===== config.mk =====
export PLATFORM = sky130hd
export DESIGN_NAME = bram_pixel_streamer
export DESIGN_NICKNAME = d
export VERILOG_FILES = /design/src/rtl/bram_pixel_streamer.sv
export SDC_FILE = /design/constraint.sdc
export NUM_CORES = 1
export LEC_CHECK = 0
export ABC_AREA = 0
export BUFFER_PORTS_ARGS = -buffer_cell sky130_fd_sc_hd__buf_2
export CAP_MARGIN = 10
export CORE_ASPECT_RATIO = 0.5
export CORE_MARGIN = 2
export CORE_UTILIZATION = 49
export CTS_BUF_LIST = sky130_fd_sc_hd__clkbuf_4 sky130_fd_sc_hd__clkbuf_8
export CTS_CLUSTER_DIAMETER = 120
export DETAILED_ROUTE_END_ITERATION = 10
export PLACE_DENSITY_LB_ADDON = 0.15
export SYNTH_ARGS = -nofsm -noshare
export SYNTH_HDL_FRONTEND = slang
export SYNTH_SLANG_ARGS = --single-unit
export TNS_END_PERCENT = 20

===== constraint.sdc =====
create_clock -name clk -period 3.5 [get_ports clk]
set_input_delay 0.7 -clock clk [delete_from_list [all_inputs] [get_ports clk]]
set_output_delay 0.7 -clock clk [all_outputs]
set_load 0.05 [all_outputs]

===== src/rtl/bram_pixel_streamer.sv =====
// Read sequencer for BRAM port B: fetches each frame word, waits out the read
// latency, then streams its four bytes (LSB first) over a valid/ready handshake.
module bram_pixel_streamer #(
    parameter int ADDR_W    = 16,
    parameter int NUM_WORDS = 16384,
    parameter int READ_LAT  = 1
) (
    input  logic              clk,
    input  logic              rst,
    input  logic              start,
    output logic              busy,
    output logic              done,
    output logic              enb,
    output logic [ADDR_W-1:0] addrb,
    input  logic [31:0]       doutb,
    output logic [7:0]        pix_data,
    output logic              pix_valid,
    input  logic              pix_ready,
    output logic              pix_last
);

    typedef enum logic [1:0] {IDLE, FETCH, WAIT, SEND} state_t;

    localparam logic [ADDR_W-1:0] LAST_ADDR = ADDR_W'(NUM_WORDS - 1);
    localparam logic [1:0]        LAT_LAST  = 2'(READ_LAT - 1);

    state_t            state_reg, state_next;
    logic [ADDR_W-1:0] addr_reg, addr_next;
    logic [1:0]        lat_reg, lat_next;
    logic [1:0]        byte_reg, byte_next;
    logic [31:0]       word_reg, word_next;
    logic              done_reg, done_next;
    logic              busy_reg, busy_next;
    logic              enb_reg, enb_next;
    logic              pix_valid_reg, pix_valid_next;
    logic [7:0]        pix_data_reg, pix_data_next;
    logic              pix_last_reg, pix_last_next;
    logic              xfer;
    logic [7:0]        word_bytes [4];

    // Byte lanes of the word that will be held next cycle, so a fresh capture
    // from doutb can be presented on the very first SEND cycle.
    for (genvar gi = 0; gi < 4; gi++) begin : g_bytes
        assign word_bytes[gi] = word_next[8*gi +: 8];
    end

    assign xfer = pix_valid_reg & pix_ready;

    always_comb begin
        state_next = state_reg;
        addr_next  = addr_reg;
        lat_next   = lat_reg;
        byte_next  = byte_reg;
        word_next  = word_reg;
        done_next  = 1'b0;
        case (state_reg)
            IDLE: begin
                if (start) begin
                    state_next = FETCH;
                    addr_next  = '0;
                end
            end
            FETCH: begin
                state_next = WAIT;
                lat_next   = 2'd0;
            end
            WAIT: begin
                if (lat_reg == LAT_LAST) begin
                    word_next  = doutb;
                    byte_next  = 2'd0;
                    state_next = SEND;
                end else begin
                    lat_next = lat_reg + 2'd1;
                end
            end
            SEND: begin
                if (xfer) begin
                    if (byte_reg != 2'd3) begin
                        byte_next = byte_reg + 2'd1;
                    end else if (addr_reg != LAST_ADDR) begin
                        addr_next  = addr_reg + ADDR_W'(1);
                        state_next = FETCH;
                    end else begin
                        state_next = IDLE;
                        done_next  = 1'b1;
                    end
                end
            end
            default: state_next = IDLE;
        endcase
    end

    // Outputs are decoded from the next-state values so they are all flops.
    always_comb begin
        busy_next      = (state_next != IDLE);
        enb_next       = (state_next == FETCH);
        pix_valid_next = (state_next == SEND);
        pix_data_next  = pix_data_reg;
        pix_last_next  = 1'b0;
        if (state_next == SEND) begin
            pix_data_next = word_bytes[byte_next];
            pix_last_next = (byte_next == 2'd3) && (addr_next == LAST_ADDR);
        end
    end

    always_ff @(posedge clk) begin
        if (rst) begin
            state_reg     <= IDLE;
            addr_reg      <= '0;
            lat_reg       <= 2'd0;
            byte_reg      <= 2'd0;
            word_reg      <= 32'd0;
            done_reg      <= 1'b0;
            busy_reg      <= 1'b0;
            enb_reg       <= 1'b0;
            pix_valid_reg <= 1'b0;
            pix_data_reg  <= 8'd0;
            pix_last_reg  <= 1'b0;
        end else begin
            state_reg     <= state_next;
            addr_reg      <= addr_next;
            lat_reg       <= lat_next;
            byte_reg      <= byte_next;
            word_reg      <= word_next;
            done_reg      <= done_next;
            busy_reg      <= busy_next;
            enb_reg       <= enb_next;
            pix_valid_reg <= pix_valid_next;
            pix_data_reg  <= pix_data_next;
            pix_last_reg  <= pix_last_next;
        end
    end

    assign busy      = busy_reg;
    assign done      = done_reg;
    assign enb       = enb_reg;
    assign addrb     = addr_reg;
    assign pix_valid = pix_valid_reg;
    assign pix_data  = pix_data_reg;
    assign pix_last  = pix_last_reg;

endmodule


======== Word-level counts from Yosys, hierarchy flattened ========
Cells that the tools add are included.
cells by class
  $add $sub $neg .......................... 3
  multipliers ............................. 0
  div/mod/pow operators ................... 0
  order comparisons ....................... 1
  equality and inequality tests ........... 10
  shift-type cells ........................ 0
  multiplexer cells ....................... 23
  bitwise operators ....................... 5
  reductions and logical operators ........ 8
operator list
  kind                                                      count
  2-to-1 mux 16 bit                                         4
  2-to-1 mux 32 bit                                         2
  case mux 16 bit (2 select lines)                          1
  adder 16 x 1 -> 16 bit (second input constant)            1
  binary-select mux 8 bit (select 2 bit)                    1
  == test 16 x 14 -> 1 bit (second input constant)          1
  2-to-1 mux 2 bit                                          8
  2-to-1 mux 8 bit                                          2
  inequality test 16 x 14 -> 1 bit (second input constant)  1
  == test 2 bit (second input constant)                     4
  case mux 2 bit (2 select lines)                           2
  case mux 2 bit (4 select lines)                           1
  adder 2 x 1 -> 2 bit (second input constant)              2
  == test 2 x 1 -> 1 bit (second input constant)            2
  zero test 2 bit                                           2
  inequality test 2 bit (second input constant)             2
  nonzero test 2 bit                                        2
  OR reduction 4 bit                                        1
  >= comparator 3 bit (second input constant)               1
  NOT 1 bit                                                 3
  NOT 2 -> 3 bit                                            1
  2-to-1 mux 1 bit                                          2
  AND reduction 2 bit                                       1
  OR reduction 2 bit                                        1
  2 further kinds                                           2
storage, ports and cells
  register bits after elaboration ......... 67
  bits in latches ......................... 0
  memory bits (writable) .................. 0
  ROM bits ................................ 0
  bits of input ports ..................... 36
  output and inout bits ................... 29
  memories ................................ 0

======== Longest topological paths before layout ========
  depth in word-level cells ............... 8
  mapped depth ............................ 10

======== Worst setup path before layout ========
No wires, ideal clock.
  kind .................................... register to register
  start point ............................. reg addr_reg[0] (netlist: addrb[0])
  end point ............................... reg pix_last_reg (netlist: pix_last)
  arrival time ............................ 2.724 ns
  required time ........................... 3.412 ns
  setup slack ............................. 0.688 ns
  cell stages (with the launch flop) ...... 9
  clock period less this slack ............ 2.812 ns
  cell sequence ........................... dfxtp_1 -> ha_1 -> nand4_2 -> or4_4 -> buf_6 -> a41oi_1 -> a31oi_1 -> or4_1 -> nor4_2
on the way
  word-level cells in the longest chain between the ends .. 8
  elaborated cells between the ends (all ways) .. 16
ends and longest elaborated chain
  what                                                            line  text
  start: declaration                                              28    logic [ADDR_W-1:0] addr_reg, addr_next;
  start signal: assignment                                        121   addr_reg <= addr_next;
  branches (longest 8 deep; another with adder 16 x 1 -> 16 bit)  n/a
  end signal: assignment                                          130   pix_last_reg <= pix_last_next;
  end: declaration                                                37    logic pix_last_reg, pix_last_next;
Several ways; the timed one is not identified.
A chain may end at the register's enable or synchronous reset.

======== Worst setup path in the final report ========
  start point ............................. reg addr_reg[0] (netlist: addrb[0])
  end point ............................... reg pix_data_reg[7] (netlist: pix_data[7])
on the way
  word-level cells in the longest chain between the ends .. 6
ends and longest elaborated chain
  what                              line  text
  inequality test 16 x 14 -> 1 bit  80    end else if (addr_reg != LAST_ADDR) begin
  2-to-1 mux 1 bit                  80
  2-to-1 mux 2 bit                  78    if (byte_reg != 2'd3) begin
  2-to-1 mux 2 bit                  77    if (xfer) begin
  case mux 2 bit (4 select lines)   56    case (state_reg)
  == test 2 bit                     100   if (state_next == SEND) begin
  end signal: assignment            129   pix_data_reg <= pix_data_next;
  end: declaration                  36    logic [7:0] pix_data_reg, pix_data_next;
No other way between the ends.

==> results.md <==
* Status: finished, final reports clean
* # setup viols final at 0
* Fin nets at 508
* First-pass GRT wire length at 14.61 mm
* # Post-CTS Setup Buffers at 0
* Via count at 3269
* Clock Tree Buf Depth at 2
* Asr flop ratio synth at 0%
* PD cells at 550.9 nW/um2
* Worst R2R Setup Slack at 0.82 ns
* Synth warn at 0
* CTS Buf Count at 9
* Hold depth at 2
* Drt pass-1 iters at 5
* GRT Overall Usage at 24.34%
* Area growth from synthesis to layout at 17.77%
* Final non-filler cell total at 562
* Critical path class: reg -> reg
* CORE AREA at 6753 um2
* Worst Hold Class: reg -> reg
* GRT Residual Overflow at 0
* Clock share of power at 32.6%
* Hold path startpoint: word_reg[10]$_SDFF_PP0_
* Slew of the pin with the lowest slew margin at 0.6681 ns
* GP Congestion at 0.8722
* Initial antenna violation count at 0
* Wirelength per Cell at 15.65 um
* Row count at 21
* Post-Syn Nets at 452
* Hpwl dp at 6.026 mm
* Flops & latches, synth at 67
* Chip height at 63.46 um
* RSZ-0062 raised after global routing: false
* Vias/cell at 5.817
* Min Tclk post-route at 2.682 ns
* Cells after synthesis at 410
* Input/output buffers at 64
* DRC viols at 0
* Cell internal pwr at 0.001485 W
* Post-Syn Area at 3465 um2
* H-Tree Depth at 3
* Most frequent cells in the layout: nand2_1 (79), dfxtp_1 (67), buf_2 (64), a21oi_1 (44), nor2_1 (35)
* Initial Util at 51.31%
* Routed Antenna Nets at 0
* Origin of the critical flop-to-flop path: addrb[0]$_SDFF_PP0_
* Sw Ratio at 33.94%
* P_leak at 1.624 nW
* WL final at 8.793 mm
* Number of diodes at 0
* Layout cells sized above 1 at 25.53%
* Commonest non-fill, non-tap cell in the layout: nand2_1
* Vias in the first global route at 3054
* Arr. time, crit path at 2.93 ns
* Sequential-to-total area share from yosys stat at 38.71%
* Mean Syn Cell Area at 8.450 um2
* CP Max Fanout at 11
* Worst Hold Endpoint: word_reg[10]$_SDFF_PP0_
* Worst reg-to-reg path cell count at 7
* Largest net degree at the start of global routing at 50
* Main synth FF type: dfxtp_1
* Max_cap viols at 0
* Sequential Power Share at 38.6%
* Count of final max-slew check failures at 0
* Fin Setup TNS at 0 ns
* Final hold violations at 0
* Clock tree sinks at 67
* P_sw at 0.0007629 W
* Max VDD drop at 347.7 uV
* Die X-Extent at 122.9 um
* Die area at 7800 um2
* Clk_lat worst skew at 0.36 ns
* Slew HR at 55.29%
* Comb power frac at 28.8%
* R2r endpoint: pix_data[7]$_SDFFE_PP0P_
* Max Clk Rate at 372.9 MHz
* Crit share post-route at 76.62%
* CTS-repair resized insts at 0
* EDFF count, synth at 0
* CTS root buf: clkbuf_8
* Clock-pin slew on the worst setup and hold paths at 0.07 ns
* Setup crit end kind: flip-flop
* CTS tree: done
* Max FFs per register at 32
* IO Pins at 65
* Final Skew at 0.008234 ns
* Synth cell types at 54
* # hold bufs at CTS at 0
* # placed instances at 547
* CP Launch Type: flip-flop
* Required @ worst endpoint at 3.75 ns
* Drt initial violations at 345
-- final cells by class --
cell class | instances | area, um2
multi-input cells | 302 | 1957
inverters | 15 | 56.30
clock buffers | 11 | 151.4
clock inverters | 4 | 73.82
fillers | 623 | 2673
well taps | 92 | 115.1
flip-flops and latches | 67 | 1341
repair buffers | 71 | 385.4
-- routing by layer --
metal	vias to the layer above	global-route usage (%)	routed length, um
met2	117	37.43	3981
li1	1612	-	-
met1	1520	32.46	4074
met5	-	0	0
met4	0	8.333	193
met3	20	7.518	543
-- worst max-delay path, stage by stage (launching register included) --
cell,delay [ns]
dfxtp_1,0.48
ha_1,0.28
nand4_2,0.16
or4_4,0.67
o311a_2,0.45
and2_1,0.24
o21ai_0,0.23
nor2_1,0.06
-- kinds of logic after synthesis --
| family | count (synthesis) | share of synthesized area (%) |
|---|---|---|
| AND/OR/NAND/NOR | 176 | 24.67 |
| AO/OA/AOI/OAI | 104 | 18.82 |
| flip-flops | 67 | 38.71 |
| buffers and inverters | 41 | 5.236 |
| multiplexers | 16 | 10.40 |
| adder cells (fa/ha/maj) | 6 | 2.167 |
-- metrics by stage --
step	utilization (%)	power, W	hold slack (ns)	setup slack [ns]	cell area [um2]
after global placement	57.09	0.001521	0.4402	0.7281	3855
after global routing	60.42	0.002368	0.4649	0.6809	4080
after floorplan	-	0.001363	0.4331	0.6880	3465
after detailed placement	57.09	0.001528	0.4435	0.6215	3855
after CTS	60.42	0.002258	0.4538	0.8645	4080
final	60.42	0.002248	0.4523	0.8184	4080
-- power groups by stage --
| stage | registers (W) | clock network (W) | logic, W |
|---|---|---|---|
| 3_5_place_dp | 0.000886 | 0 | 0.000642 |
| 5_1_grt | 0.000877 | 0.000786 | 0.000705 |
| 2_1_floorplan | 0.000985 | 0 | 0.000379 |
| 6_report | 0.000868 | 0.000732 | 0.000648 |
| 3_3_place_gp | 0.000885 | 0 | 0.000636 |
| 4_1_cts | 0.000869 | 0.000746 | 0.000643 |
-- cell usage after synthesis, types with 2 or more instances --
cell type	number	area share, %
nand2_1	80	8.7
dfxtp_1	67	39
a21oi_1	44	6.4
nor2_1	35	3.8
clkbuf_1	20	2.2
mux4_2	16	10
inv_1	15	1.6
o21ai_0	15	2.2
a31oi_1	10	1.8
and2_1	9	1.6
nand3_1	9	1.3
o22ai_1	9	1.6
and3_1	6	1.1
ha_1	6	2.2
nand4_1	6	1.1
nor4_1	6	1.1
or4_1	4	0.87
a32oi_1	3	0.76
nor3_1	3	0.43
o211ai_1	3	0.65
a211oi_1	2	0.43
a31o_2	2	0.51
a32o_1	2	0.58
a41oi_1	2	0.51
and3_2	2	0.43
and4_1	2	0.51
buf_2	2	0.29
buf_6	2	0.65
nand2b_1	2	0.36
o31ai_1	2	0.43
-- how the worst max path moves through the flow --
stage | startpoint | to | slack (ns) | cells past startpoint
global placement | pix_ready | pix_last$_SDFF_PP0_ | 0.73 | 7
detailed placement | pix_ready | pix_last$_SDFF_PP0_ | 0.62 | 7
finish | addrb[0]$_SDFF_PP0_ | pix_data[7]$_SDFFE_PP0P_ | 0.82 | 7
global route | state_reg[0]$_SDFF_PP0_ | pix_data[1]$_SDFFE_PP0P_ | 0.68 | 7
CTS | state_reg[0]$_SDFF_PP0_ | pix_data[1]$_SDFFE_PP0P_ | 0.86 | 7
floorplan | addrb[0]$_SDFF_PP0_ | pix_last$_SDFF_PP0_ | 0.69 | 8
Power figures use the tool's default switching activity.
